<file path="src/rtl/neuron_step_ctrl.sv">
// Time-step sequencer: walks every neuron through BRAM fetch, current load and
// one updater run, collecting spikes. Define SPIKE_COUNT_EN to add spike_cnt.
module neuron_step_ctrl #(
  parameter int N_NEURON = 18,
  parameter int TIMEOUT  = 32
) (
  input  logic               clk,
  input  logic               reset_n,
  input  logic               start,
  input  logic               init_req,
  output logic               busy,
  output logic [4:0]         addr_i,
  output logic               ce_i,
  input  logic [49:0]        q_i,
  output logic               i_run,
  output logic               i_init,
  output logic signed [24:0] exc_current,
  output logic signed [24:0] inh_current,
  input  logic               o_s_init,
  input  logic               o_spike,
  input  logic               o_valid,
  input  logic [4:0]         o_neuron_idx,
  output logic [31:0]        spike_vec,
  output logic               step_done,
`ifdef SPIKE_COUNT_EN
  output logic [5:0]         spike_cnt,
`endif
  output logic               err
);

  localparam int          WD_W       = (TIMEOUT > 2) ? $clog2(TIMEOUT) : 1;
  localparam logic [4:0]  LAST_IDX   = 5'(N_NEURON - 1);
  localparam logic [1:0]  INIT_LIMIT = 2'd3;
  localparam logic [31:0] VALID_MASK = 32'((64'd1 << N_NEURON) - 64'd1);

  typedef enum logic [2:0] {
    S_IDLE, S_INIT, S_INIT_WAIT, S_FETCH, S_LOAD, S_RUN, S_WAIT, S_DONE
  } state_t;

  state_t            state, state_d;
  logic [4:0]        idx;
  logic [31:0]       work_vec;
  logic [WD_W-1:0]   wdog;
  logic [1:0]        init_cnt;
  logic              seen_high;
  logic              publish;

  logic init_fall, init_timeout, neuron_done, wd_expire, last;

  assign last         = (idx == LAST_IDX);
  assign init_fall    = (state == S_INIT_WAIT) && seen_high && !o_s_init;
  assign init_timeout = (state == S_INIT_WAIT) && !seen_high && !o_s_init &&
                        (init_cnt == INIT_LIMIT);
  assign neuron_done  = (state == S_WAIT) && o_valid;
  // A late o_valid on the expiry cycle still counts as a normal completion.
  assign wd_expire    = (state == S_WAIT) && !o_valid && (wdog == WD_W'(TIMEOUT - 1));

`ifdef SPIKE_COUNT_EN
  function automatic logic [5:0] popcount(input logic [31:0] v);
    popcount = '0;
    for (int k = 0; k < 32; k++) popcount += 6'(v[k]);
  endfunction
`endif

  always_ff @(posedge clk) begin
    if (!reset_n) state <= S_IDLE;
    else          state <= state_d;
  end

  always_comb begin
    // NOTE: defaulting first means every path assigns state_d, so no latch is inferred.
    state_d = state;
    case (state)
      S_IDLE: begin
        if (init_req)   state_d = S_INIT;
        else if (start) state_d = S_FETCH;
      end
      S_INIT:      state_d = S_INIT_WAIT;
      S_INIT_WAIT: if (init_fall || init_timeout) state_d = S_DONE;
      S_FETCH:     state_d = S_LOAD;
      S_LOAD:      state_d = S_RUN;
      S_RUN:       state_d = S_WAIT;
      S_WAIT: begin
        if (neuron_done)    state_d = last ? S_DONE : S_FETCH;
        else if (wd_expire) state_d = S_DONE;
      end
      S_DONE:      state_d = S_IDLE;
      default:     state_d = S_IDLE;
    endcase
  end

  always_comb begin
    busy      = (state != S_IDLE);
    i_init    = (state == S_INIT);
    ce_i      = (state == S_FETCH);
    addr_i    = (state == S_FETCH) ? idx : 5'd0;
    i_run     = (state == S_RUN);
    step_done = (state == S_DONE);
  end

  always_ff @(posedge clk) begin
    // NOTE: non-blocking assignments make every register see pre-edge values, independent of statement order.
    if (!reset_n) begin
      idx         <= '0;
      work_vec    <= '0;
      spike_vec   <= '0;
      exc_current <= '0;
      inh_current <= '0;
      err         <= 1'b0;
      wdog        <= '0;
      init_cnt    <= '0;
      seen_high   <= 1'b0;
      publish     <= 1'b0;
`ifdef SPIKE_COUNT_EN
      spike_cnt   <= '0;
`endif
    end else begin
      case (state)
        S_IDLE: begin
          if (init_req || start) begin
            err     <= 1'b0;
            idx     <= '0;
            publish <= 1'b0;
          end
        end
        S_INIT: begin
          init_cnt  <= '0;
          seen_high <= 1'b0;
        end
        S_INIT_WAIT: begin
          init_cnt <= init_cnt + 2'd1;
          if (o_s_init)     seen_high <= 1'b1;
          if (init_timeout) err       <= 1'b1;
        end
        S_LOAD: begin
          exc_current <= q_i[49:25];
          inh_current <= q_i[24:0];
        end
        S_RUN: wdog <= WD_W'(1);
        S_WAIT: begin
          wdog <= wdog + 1'b1;
          if (o_valid) begin
            work_vec[idx] <= work_vec[idx] | o_spike;
            if (o_neuron_idx != idx) err <= 1'b1;
            if (last) publish <= 1'b1;
            else      idx     <= idx + 5'd1;
          end else if (wd_expire) begin
            // An abandoned step publishes nothing; its partial bitmap is dropped.
            err      <= 1'b1;
            work_vec <= '0;
          end
        end
        S_DONE: begin
          work_vec <= '0;
          if (publish) begin
            spike_vec <= work_vec & VALID_MASK;
`ifdef SPIKE_COUNT_EN
            spike_cnt <= popcount(work_vec & VALID_MASK);
`endif
          end
        end
        default: ;
      endcase
    end
  end

endmodule

</file>
<file path="config.mk">
export PLATFORM = sky130hd
export DESIGN_NAME = neuron_step_ctrl
export DESIGN_NICKNAME = d
export VERILOG_FILES = /design/src/rtl/neuron_step_ctrl.sv
export SDC_FILE = /design/constraint.sdc
export NUM_CORES = 1
export LEC_CHECK = 0
export ABC_CLOCK_PERIOD_IN_PS = 2300
export BUFFER_PORTS_ARGS = -buffer_cell sky130_fd_sc_hd__buf_2
export CAP_MARGIN = 20
export CORE_MARGIN = 3
export CORE_UTILIZATION = 30
export CTS_CLUSTER_DIAMETER = 150
export DETAILED_ROUTE_END_ITERATION = 12
export PLACE_DENSITY = 0.59
export SLEW_MARGIN = 20
export SYNTH_ARGS = -nofsm -noshare
export SYNTH_HDL_FRONTEND = slang
export SYNTH_SLANG_ARGS = --single-unit
export TNS_END_PERCENT = 30
</file>
<file path="constraint.sdc">
create_clock -name clk -period 2.3 [get_ports clk]
set_clock_uncertainty 0.15 [all_clocks]
set_input_delay 0.69 -clock clk [delete_from_list [all_inputs] [get_ports clk]]
set_output_delay 0.69 -clock clk [all_outputs]
set_load 0.05 [all_outputs]
</file>
Word-level counts from Yosys, hierarchy flattened

Cells that the tools add are included.

Word-level logic and storage cells: 100
Input bits: 62
Register bits after elaboration: 118

Magnitude comparators: 2
Equal/unequal tests: 22
Reduce and logical (&&, ||, !) cells: 28
Add/sub/neg operators: 3
Bitwise gates (word level): 1
Mux-type cells: 33

Operators by type and width:

| cell                                                                                | count |
|---|---|
| 32-bit 2-to-1 mux                                                                   | 2 |
| 32-bit case mux with 2 select lines                                                 | 1 |
| 32-bit bitwise mux                                                                  | 1 |
| 3-bit case mux with 8 select lines                                                  | 1 |
| 5-bit 2-to-1 mux                                                                    | 4 |
| 5-bit case mux with 2 select lines                                                  | 2 |
| 3-bit 2-to-1 mux                                                                    | 6 |
| 3-bit == test, second input constant                                                | 4 |
| 2-bit inequality test, second input constant                                        | 6 |
| 5-bit by 1-bit adder with 5-bit output, second input constant                       | 2 |
| 5-bit == test, second input constant                                                | 2 |
| 1-bit 2-to-1 mux                                                                    | 10 |
| 1-bit logical AND                                                                   | 9 |
| 3-bit inequality test, second input constant                                        | 3 |
| 4-bit AND reduction                                                                 | 2 |
| 2-bit nonzero test                                                                  | 4 |
| 3-bit by 2-bit == test with 1-bit output, second input constant                     | 2 |
| 5-bit by 6-bit less-than comparator with 1-bit output, second input constant        | 1 |
| 2-bit AND reduction                                                                 | 3 |
| 3-bit nonzero test                                                                  | 2 |
| 1-bit binary-select mux with 5-bit select                                           | 1 |
| 1-bit demux with 5-bit select                                                       | 1 |
| 5-bit by 1-bit greater-or-equal comparator with 1-bit output, second input constant | 1 |
| 5-bit inequality test                                                               | 1 |
| 14 further kinds                                                                    | 18 |

Longest topological paths before layout

Word-level depth: 7
Gate-level depth with buffers: 8
Mapped depth without buffers: 7

Least setup slack after synthesis

No wires, ideal clock.

Path type: reg2out
Start: register state[0]
End: output port addr_i[2]
Arrival time: 2.499 ns
Path buffers: 3
Path slack: -1.039 ns
Cell stages (with the launch flop): 7
Cells stage by stage: dfxtp_1 > clkbuf_1 > clkbuf_1 > buf_1 > nand2_1 > nor2_1 > and2_1

Cells in the longest elaborated chain, start to end: 2

RTL lines:

| what                                     | line | RTL |
|---|---|---|
| start: declaration                       | 40   | `state_t state, state_d;` |
| start signal: assignment                 | 67   | `else state <= state_d;` |
| 3-bit by 2-bit == test with 1-bit output | n/a  |  |
| named net ce_i                           | 13   | `output logic ce_i,` |
| 5-bit 2-to-1 mux                         | 96   | `addr_i = (state == S_FETCH) ? idx : 5'd0;` |
| end: declaration                         | 12   | `output logic [4:0] addr_i,` |

The timed path passes the listed nets, and every way through them passes these cells.

Worst setup path in the final report

Start: register state[0]
End: output port busy

Cells in the longest elaborated chain, start to end: 1

RTL lines:

| what               | line | RTL |
|---|---|---|
| 3-bit nonzero test | 93   | `busy = (state != S_IDLE);` |
| end: declaration   | 11   | `output logic busy,` |

Every way passes these cells.

==> results.toml <==
[timing]
setup_viol = 0
fin_crit_sh_pct = 98.6
fmax_ghz = 0.441
min_period_ns = 2.27
rsz0062_at_grt = "true"
slew_headroom_pct = 64.9
finalHoldViolCount = 0
whs_ns = 0.306
slew_violations = 0
tightest_slew_ns = 0.525

[critical_path]
endpoint_kind = "output pin"
critPathMaxStageDelay_ns = 0.37
slowest_stage = "dfxtp_4"
rrSetupSlack_ns = 0.16
path_cells = "buf_4, or3_4, buf_6"
worst_ep_arrival_time_ns = 1.43
critPathKind = "reg -> out"
crit_required_ns = 1.46
worst_r2r_startpoint = "idx[0]"
cp-startpoint = "state[0]"
crit_end = "busy"
rr_worst_depth = 6
r2r_end = "work_vec[14]"
path_max_fanout = 9
startpoint_type = "flip-flop"

[synth]
synthTopCellsByArea = "dfxtp_1, nand2_1, a21boi_0"
ys_seq_area_share_pct = 43.0
async_reset_ff_share_pct = 0
synthDominantCellAreaShare_pct = 43.0
ys_types = 57
yosysWarningCount = 0
synth_cells = 648
synth_edf_count = 0
synth.largest_area_cell = "dfxtp_1"
ys_seq_elements = 118
netlist_area_um2 = 5500
synth_flop_cell = "dfxtp_1"
syn_area_per_cell_um2 = 8.48

[grt]
use_met1_pct = 18.4
grt_max_degree = 81
gr-total-overflow = 0
track_usage_pct = 15.2
busiest_layer = "met2"
antenna_found_initial = 0
grt_pass1_wl_um = 24500
met2_usage_pct = 26.2
gr-usage-met3_pct = 3.98
grt_pass1_vias = 4699

[final_layout]
area_delta_synth_final_pct = 35.0
fill_cells = 1775
finish.utilization_pct = 42.2
drive_gt1_share_pct = 32.3
instances_no_fill = 1040
nets = 872
multiInputGateArea_um2 = 2900
antenna_cells = 0
seq_area_um2 = 2380

[routing]
vias = 4980
wl_um = 15300
wl_per_cell_um = 14.7
dr.pass1.iters = 4
viasPerCell = 4.79
ant_nets = 0
remaining_drc_errors = 0
drtIter0Drc = 227

[clock_network]
clk_pin_slew_ns = 0.05
h-tree-depth = 4
cts.sinks = 118
clockRootBuffer = "clkbuf_16"
cts_buffer_depth = 2
cts_tree = "built"
clk_latency_ns = 0.41
postCtsHoldBufs = 0
numCtsBuffers = 17

[floorplan]
fp.dieH_um = 141
core_area_um2 = 17600
die-width_um = 141
dieArea_um2 = 20000
rows = 48
num_io_pins = 155
start_util_pct = 31.2

[power_and_ir_drop]
leakage_nw = 3.05
p_per_area_nw_per_um2 = 860
ir_drop_uv = 495
finalPower_mw = 6.38

[min_path]
hp-class = "reg -> reg"

[placement]
dp_cells = 1008
hpwl_um = 11000
numPortBuffers = 140
gp_congestion = 0.853

[run_status]
outcome = "completed"

[flow_run]
drv_cap = 0
-- synthesized netlist by cell type (8+ instances only) --
cell type	count
and2_1	9
a21boi_0	70
a21oi_1	35
buf_4	14
nor2_1	19
o21ai_2	8
o21ai_0	39
o211ai_1	9
clkbuf_1	39
dfxtp_1	118
nand2_1	150
nand3_1	8
o21ai_1	19
-- sequential cells by signal, indices dropped and copies added, names as in the netlist --
register / flops
idx: 5
seen_high: 1
work_vec: 32
inh_current: 25
exc_current: 25
wdog: 5
init_cnt: 2
spike_vec: 18
state: 3
publish: 1
err: 1
-- power breakdown --
part           internal, mW  total [mW]  switching (mW)
registers              2.15        2.23          0.0800
clock network          2.00        2.92           0.915
logic                 0.411        1.23           0.822
total                  4.56        6.38            1.82
-- cell usage in the layout, fill, tap and decap left out, drive strengths merged, types with 3 or more instances in the layout --
master    count
conb         14
mux4          7
clkinvlp      3
nor3          6
xnor2         3
xor2          6
nand2       151
clkbuf       23
inv           6
and3b         3
nand3b        3
nand4         3
buf         186
a22oi         6
and3          4
a22o          3
nand3         8
bufinv        5
o211ai       13
a21oi        35
and2          9
dfxtp       118
o21ai        66
nor2         19
nor2b         6
a21boi       71
nor3b         7
ha            7
-- cells by family after synthesis --
| family | count (synthesis) | share of synthesized area (%) |
|---|---|---|
| AND/OR/NAND/NOR | 228 | 18.6 |
| flip-flops | 118 | 43.0 |
| XOR/XNOR | 9 | 1.43 |
| adder cells (fa/ha/maj) | 7 | 1.59 |
| AO/OA/AOI/OAI | 206 | 26.2 |
| buffers and inverters | 70 | 5.92 |
| other | 1 | 0.0682 |
| multiplexers | 9 | 3.23 |
-- cell type report --
class,instances,area share (%)
Multi-Input combinational cell,473,39.1
Clock inverter,8,2.29
Tap cell,225,3.79
Inverter,7,0.405
Timing Repair Buffer,186,15.9
Sequential cell,118,32.1
Clock buffer,23,6.44
-- per-stage QoR --
stage	setup TNS, ns	worst slack [ns]	cell area (um2)
floorplan	-0.0995	-0.0497	5600
global placement	0	0.0398	6690
detailed placement	0	0.0318	6690
CTS	0	0.00133	7400
global route	-0.0332	-0.0181	7420
finish	0	0.0323	7420
-- what timing repair did --
| item | CTS | global route |
|---|---|---|
| cloned | 0 | 0 |
| gates resized for setup | 22 | 7 |
| endpoints found under the setup margin | 10 | 7 |
| buffers inserted | 1 | 0 |
| pin swaps | 0 | 1 |
-- per-layer routing --
metal / routed length (um) / vias to the layer above
met1: 6640 / 2278
met2: 7380 / 147
met5: 0 / -
met4: 312 / 0
li1: - / 2530
met3: 930 / 25
-- critical path, delay by kind of cell (launching register included) --
family / cells / cell delay [ns]
buffers and inverters: 2 / 0.32
AND/OR/NAND/NOR: 1 / 0.33
flip-flops: 1 / 0.37
-- worst min-delay path by stage --
stage                    start               to  depth (start not counted)
3_3_place_gp   exc_current[22]  exc_current[22]                          2
4_1_cts        inh_current[14]  inh_current[14]                          2
2_1_floorplan     work_vec[21]     work_vec[21]                          2
5_1_grt           spike_vec[5]     spike_vec[5]                          2
6_report          spike_vec[6]     spike_vec[6]                          2
3_5_place_dp    exc_current[4]   exc_current[4]                          2
No activity file was read; power rests on OpenSTA's default activity.
